File: src/rtl/pcap_capture_pkg.sv
// Shared types and constants for the pcap position-capture path.
package pcap_capture_pkg;

  localparam int unsigned ERR_W = 2;

  typedef enum logic [1:0] {
    IDLE,
    ARMED,
    ENABLED,
    FLUSH
  } state_t;

  localparam logic [ERR_W-1:0] ERR_OK      = 2'd0;
  localparam logic [ERR_W-1:0] ERR_OVERRUN = 2'd1;
  localparam logic [ERR_W-1:0] ERR_DISARM  = 2'd2;

  localparam logic FRAMING_DELTA = 1'b0;
  localparam logic FRAMING_LATCH = 1'b1;

endpackage

File: src/rtl/pcap_sample_serialiser.sv
// Holds one captured sample and streams its masked channels, lowest index first,
// over a registered valid/ready word interface.
module pcap_sample_serialiser #(
  parameter int unsigned NCHAN = 8,
  parameter int unsigned DW    = 32
) (
  input  logic                clk_i,
  input  logic                reset_i,
  input  logic                clear_i,
  input  logic                load_i,
  input  logic [NCHAN*DW-1:0] data_i,
  input  logic [NCHAN-1:0]    mask_i,
  output logic [DW-1:0]       dat_o,
  output logic                dat_valid_o,
  input  logic                dat_ready_i,
  output logic                busy_c
);

  localparam int unsigned IW = (NCHAN > 1) ? $clog2(NCHAN) : 1;

  logic [DW-1:0]    data_q [NCHAN];
  logic [NCHAN-1:0] pend_q;
  logic [IW-1:0]    sel_c;
  logic             found_c;

  // Lowest pending channel wins.
  always_comb begin
    sel_c   = '0;
    found_c = 1'b0;
    for (int k = 0; k < NCHAN; k++) begin
      if (pend_q[k] && !found_c) begin
        sel_c   = IW'(k);
        found_c = 1'b1;
      end
    end
  end

  assign busy_c = found_c || dat_valid_o;

  always_ff @(posedge clk_i) begin
    if (reset_i) begin
      for (int k = 0; k < NCHAN; k++) data_q[k] <= '0;
      pend_q      <= '0;
      dat_o       <= '0;
      dat_valid_o <= 1'b0;
    end else if (clear_i) begin
      pend_q      <= '0;
      dat_valid_o <= 1'b0;
    end else if (load_i) begin
      for (int k = 0; k < NCHAN; k++) data_q[k] <= data_i[k*DW +: DW];
      pend_q <= mask_i;
    end else if (!dat_valid_o || dat_ready_i) begin
      // Output register refills only once the current word has been taken.
      if (found_c) begin
        dat_o         <= data_q[sel_c];
        dat_valid_o   <= 1'b1;
        pend_q[sel_c] <= 1'b0;
      end else begin
        dat_valid_o <= 1'b0;
      end
    end
  end

endmodule

File: src/rtl/pcap_frame_capture.sv
// Arm/enable/capture sequencing, per-channel framing and sample counting for the
// pcap position path; captured samples are handed to the word serialiser.
module pcap_frame_capture
  import pcap_capture_pkg::*;
#(
  parameter int unsigned NCHAN = 8,
  parameter int unsigned DW    = 32,
  parameter int unsigned CNT_W = 32
) (
  input  logic                clk_i,
  input  logic                reset_i,
  input  logic                arm_i,
  input  logic                disarm_i,
  input  logic                enable_i,
  input  logic                frame_i,
  input  logic                capture_i,
  input  logic [NCHAN*DW-1:0] posn_i,
  input  logic [NCHAN-1:0]    capture_mask_i,
  input  logic [NCHAN-1:0]    framing_mask_i,
  input  logic                framing_enable_i,
  input  logic                framing_mode_i,
  output logic [DW-1:0]       dat_o,
  output logic                dat_valid_o,
  input  logic                dat_ready_i,
  output logic                active_o,
  output logic                done_o,
  output logic [1:0]          err_o,
  output logic [CNT_W-1:0]    sample_count_o
);

  state_t              state_q, state_d;
  logic                enable_prev, frame_prev, capture_prev;
  logic                enable_rise_c, enable_fall_c, frame_rise_c, capture_rise_c;
  logic                load_c, clear_c, done_c, arm_c, busy_c;
  logic [ERR_W-1:0]    err_d;
  logic [DW-1:0]       frame_latch_q [NCHAN];
  logic [NCHAN*DW-1:0] snap_c;

  always_ff @(posedge clk_i) begin
    if (reset_i) begin
      enable_prev  <= 1'b0;
      frame_prev   <= 1'b0;
      capture_prev <= 1'b0;
    end else begin
      enable_prev  <= enable_i;
      frame_prev   <= frame_i;
      capture_prev <= capture_i;
    end
  end

  assign enable_rise_c  = enable_i && !enable_prev;
  assign enable_fall_c  = !enable_i && enable_prev;
  assign frame_rise_c   = frame_i && !frame_prev;
  assign capture_rise_c = capture_i && !capture_prev;

  // Snapshot reads the latch before this cycle's frame edge can update it.
  always_ff @(posedge clk_i) begin
    if (reset_i || arm_c) begin
      for (int k = 0; k < NCHAN; k++) frame_latch_q[k] <= '0;
    end else if (frame_rise_c) begin
      for (int k = 0; k < NCHAN; k++) frame_latch_q[k] <= posn_i[k*DW +: DW];
    end
  end

  always_comb begin
    snap_c = '0;
    for (int k = 0; k < NCHAN; k++) begin
      if (framing_enable_i && framing_mask_i[k]) begin
        case (framing_mode_i)
          FRAMING_DELTA: snap_c[k*DW +: DW] = posn_i[k*DW +: DW] - frame_latch_q[k];
          FRAMING_LATCH: snap_c[k*DW +: DW] = frame_latch_q[k];
          default:       snap_c[k*DW +: DW] = posn_i[k*DW +: DW];
        endcase
      end else begin
        snap_c[k*DW +: DW] = posn_i[k*DW +: DW];
      end
    end
  end

  always_ff @(posedge clk_i) begin
    if (reset_i) state_q <= IDLE;
    else         state_q <= state_d;
  end

  always_comb begin
    state_d = state_q;
    err_d   = err_o;
    load_c  = 1'b0;
    clear_c = 1'b0;
    done_c  = 1'b0;
    arm_c   = 1'b0;
    case (state_q)
      IDLE: begin
        if (arm_i) begin
          state_d = ARMED;
          err_d   = ERR_OK;
          arm_c   = 1'b1;
        end
      end
      ARMED: begin
        if (disarm_i) begin
          state_d = IDLE;
          err_d   = ERR_DISARM;
          clear_c = 1'b1;
          done_c  = 1'b1;
        end else if (enable_rise_c) begin
          state_d = ENABLED;
        end
      end
      ENABLED: begin
        if (disarm_i) begin
          state_d = IDLE;
          err_d   = ERR_DISARM;
          clear_c = 1'b1;
          done_c  = 1'b1;
        end else begin
          if (capture_rise_c) begin
            if (busy_c) begin
              state_d = FLUSH;
              err_d   = ERR_OVERRUN;
            end else begin
              load_c = 1'b1;
            end
          end
          if (enable_fall_c) state_d = FLUSH;
        end
      end
      FLUSH: begin
        if (disarm_i) begin
          state_d = IDLE;
          err_d   = ERR_DISARM;
          clear_c = 1'b1;
          done_c  = 1'b1;
        end else if (!busy_c) begin
          state_d = IDLE;
          done_c  = 1'b1;
        end
      end
      default: state_d = IDLE;
    endcase
  end

  always_ff @(posedge clk_i) begin
    if (reset_i) begin
      active_o       <= 1'b0;
      done_o         <= 1'b0;
      err_o          <= ERR_OK;
      sample_count_o <= '0;
    end else begin
      active_o <= (state_d != IDLE);
      done_o   <= done_c;
      err_o    <= err_d;
      if (arm_c) sample_count_o <= '0;
      else if (load_c && (sample_count_o != '1)) sample_count_o <= sample_count_o + CNT_W'(1);
    end
  end

  pcap_sample_serialiser #(
    .NCHAN (NCHAN),
    .DW    (DW)
  ) u_serialiser (
    .clk_i       (clk_i),
    .reset_i     (reset_i),
    .clear_i     (clear_c),
    .load_i      (load_c),
    .data_i      (snap_c),
    .mask_i      (capture_mask_i),
    .dat_o       (dat_o),
    .dat_valid_o (dat_valid_o),
    .dat_ready_i (dat_ready_i),
    .busy_c      (busy_c)
  );

endmodule

File: config.mk
export PLATFORM = sky130hd
export DESIGN_NAME = pcap_frame_capture
export DESIGN_NICKNAME = d
export VERILOG_FILES = /design/src/rtl/pcap_capture_pkg.sv /design/src/rtl/pcap_sample_serialiser.sv /design/src/rtl/pcap_frame_capture.sv
export SDC_FILE = /design/constraint.sdc
export NUM_CORES = 2
export LEC_CHECK = 0
export ABC_CLOCK_PERIOD_IN_PS = 10200
export CORE_MARGIN = 8
export CORE_UTILIZATION = 45
export DETAILED_ROUTE_END_ITERATION = 10
export SYNTH_ARGS = -nofsm -noshare
export SYNTH_HDL_FRONTEND = slang
export SYNTH_SLANG_ARGS = --single-unit
File: constraint.sdc
create_clock -name clk_i -period 10.2 [get_ports clk_i]
set_clock_uncertainty 0.1 [all_clocks]
set_input_delay 1.53 -clock clk_i [delete_from_list [all_inputs] [get_ports clk_i]]
set_output_delay 1.53 -clock clk_i [all_outputs]
set_load 0.1 [all_outputs]
==> out/metrics.yaml <==
grt:
  grt_pass1_wl_microns: 203000
  grt_max_degree: 169
  antenna_found_initial: 12
  grt_pass1_vias: 32828
  globalRouteTotalUtil_pct: 25.7
  grt_overflow_total: 0
drt:
  routed_wl_microns: 135000
  viasPerCell: 5.81
  final_antenna_net_count: 0
  firstDrtPassIters: 8
  wire_per_inst_microns: 22.5
  drtIter0Drc: 3230
  vias: 34906
  drc: 0
synth:
  syn_area_sq_um: 41000
  synth-edff-count: 512
  netlist.area_leader.share_pct: 37.5
  synth_seq_cells: 594
  ys.warnings.count: 0
  yosysMostFrequentCell: "edfxtp_1"
  synthTopCellsByCount: "512 x edfxtp_1, 484 x nand2_1, 372 x nor2_1, 325 x a21oi_1, 305 x inv_1"
  yosysTopAreaCell: "edfxtp_1"
  ys_seq_area_share_pct: 41.5
  synth-main-ff-cell: "edfxtp_1"
  syn-instance-count: 4544
  synthTopCellsByArea: "edfxtp_1 38%, ha_1 7.8%, nand2_1 4.4%, and2_1 4.0%, dfxtp_1 4.0%"
  synth.distinct_cells: 89
  syn-num-nets: 5088
  avgSynthCellArea_sq_um: 9.02
  synthArstFlopShare_pct: 0
outcome:
  status: "finished, final reports clean"
clock_network:
  cts_root_buf: "clkbuf_16"
  cts_resized: 0
  cts_tree: "yes"
  cts.path.max_buffers: 3
  cts.sinks: 594
  clk_latency_ns: 0.64
  cts_inserted_buffers: 75
  cts_setup_buffers: 0
  cts.clk_slew.worst_paths_ns: 0.06
  h-tree-depth: 3
  hold_buffers: 0
worst_hold_path:
  hp-class: "register to register"
  worstHoldStart: "sample_count_o[23]"
finish:
  drive_gt1_share_pct: 4.39
  nets: 5309
  fin_cells: 6012
  syn_to_final_growth_pct: 17.0
  design_area_sq_um: 48000
sta:
  fin_crit_sh_pct: 48.1
  finalMaxSlewViolations: 0
  worst_pin_slew_ns: 1.17
  slew-limit-headroom_pct: 21.7
  tns_ns: 0
  min_period_ns: 4.91
  rsz0062_at_grt: "no"
  holdWs_ns: 0.399
  finalSetupViolations: 0
  fmax_ghz: 0.204
  hold_viol: 0
die:
  coreArea_sq_um: 90100
  core.rowCount: 110
  die_width_microns: 318
  io_pins: 351
  die_y_microns: 318
  start_util_pct: 45.5
  dieArea_sq_um: 101000
critical_path:
  reg2reg_from: "u_serialiser.pend_q[3]"
  start_kind: "input port"
  cp-end-kind: "register"
  critPathRequiredTime_ns: 10.61
  cp_max_fo: 5
  critPathBufInv: 2
  worstPathCellList: "clkdlybuf4s50_1 > inv_1 > ha_1 > fa_1 > nor2b_1 > o21bai_1 > a31oi_1 > o21ai_0 > o211ai_1 > a211oi_1 > o311ai_2 > nand3_1 > a2111oi_0 > o221a_2"
  setup.worst_path.start: "posn_i[0]"
  slowest_delay_ns: 0.53
  critical_path_class: "input port to register"
  worstPathArrival_ns: 5.32
  cp_top_family: "compound AO/OA/AOI/OAI gates"
  critPathSlowestCell: "clkdlybuf4s50_1"
placed_design:
  placed_cells: 5864
  gp_congestion: 0.900
  port_buffers: 350
  place_hpwl_microns: 97100
  dpl_cell_area_sq_um: 45500
power:
  p_per_area_nw_per_um2: 151
  p_leak_nw: 18.5
  vdd_drop_max_uv: 118
flow_run:
  cap_violations: 0
## tightest hold or removal path, cell delays in order (launching register included)
cell and delay [ns]:
dfxtp_1 0.32, o21ai_0 0.07, a21oi_1 0.06
## sequential cells by signal, indices dropped and copies added, names as in the netlist, 2 cells and up
signal and cells:
state_q 2, frame_latch_q 256, u_serialiser.dat_o 32, sample_count_o 32
err_o 2, u_serialiser.data_q 256, u_serialiser.pend_q 8
## routing by layer
layer  wire length, microns  part of all wire, %  track usage [%]  up-vias
met3                  10200                  7.6             5.71      205
met1                  60200                   44             35.2    16543
li1                       -                    -                -    17033
met2                  59800                   44             39.7     1117
met4                   5190                  3.8             9.75        8
met5                     50                0.037                0        -
## final timing paths
kind / endpoint / depth (start not counted) / slack (ns)
setup / recovery: u_serialiser.data_q[0][30] / 14 / 5.29
hold / removal: sample_count_o[23] / 2 / 0.40
setup reg to reg: u_serialiser.data_q[3][8] / 8 / 6.08
hold reg to reg: sample_count_o[23] / 2 / 0.40
## cell type report
class / instances / area, sq um
fill: 8307 / 42200
multi-input combinational: 3399 / 22000
sequential: 594 / 17000
timing repair buffer: 389 / 3840
clock buffer: 97 / 2130
tap: 1176 / 1470
inverter: 306 / 1150
clock inverter: 40 / 334
antenna: 11 / 27.5
## per-stage QoR
step	total power [mW]	setup slack, ns	util, %
floorplan	4.10	1.77	-
global placement	4.56	4.71	50.4
detailed placement	4.57	4.67	50.4
CTS	7.29	5.34	53.2
global route	7.58	5.00	53.2
finish	7.25	5.29	53.2
## placed cells by master (no fill, tap or decap), types with 22 or more instances in the layout
master / n
o21bai_1: 22
xnor2_1: 133
nand4_1: 34
clkbuf_16: 81
buf_4: 37
a311oi_1: 53
nor2b_1: 59
nand2_1: 481
a21oi_1: 324
a221oi_1: 43
clkdlybuf4s50_1: 348
o21ai_0: 303
mux2i_1: 24
a22oi_1: 38
and3_1: 40
xor2_1: 78
a21o_1: 130
o21a_1: 31
nand3_1: 58
nand2b_1: 60
o211ai_1: 93
a211oi_1: 108
nor3_1: 77
inv_1: 304
a31oi_1: 42
nor2_1: 368
or3_1: 25
ha_1: 254
and2_1: 263
dfxtp_1: 82
a222oi_1: 32
edfxtp_1: 512
## power breakdown
group	internal [mW]	switching (mW)	total, mW
clock network	1.58	1.13	2.71
logic	0.699	0.981	1.68
registers	2.79	0.0697	2.86
## kinds of logic after synthesis
family          after synthesis  share of synthesized area (%)
compound gates             1362                           22.0
xor+xnor                    211                           4.51
fa+ha+maj                   262                           8.14
buf+inv                     551                           5.08
flops                       594                           41.5
mux                          24                          0.586
simple gates               1540                           18.2
Note: power is estimated with default switching activity, not from simulation.
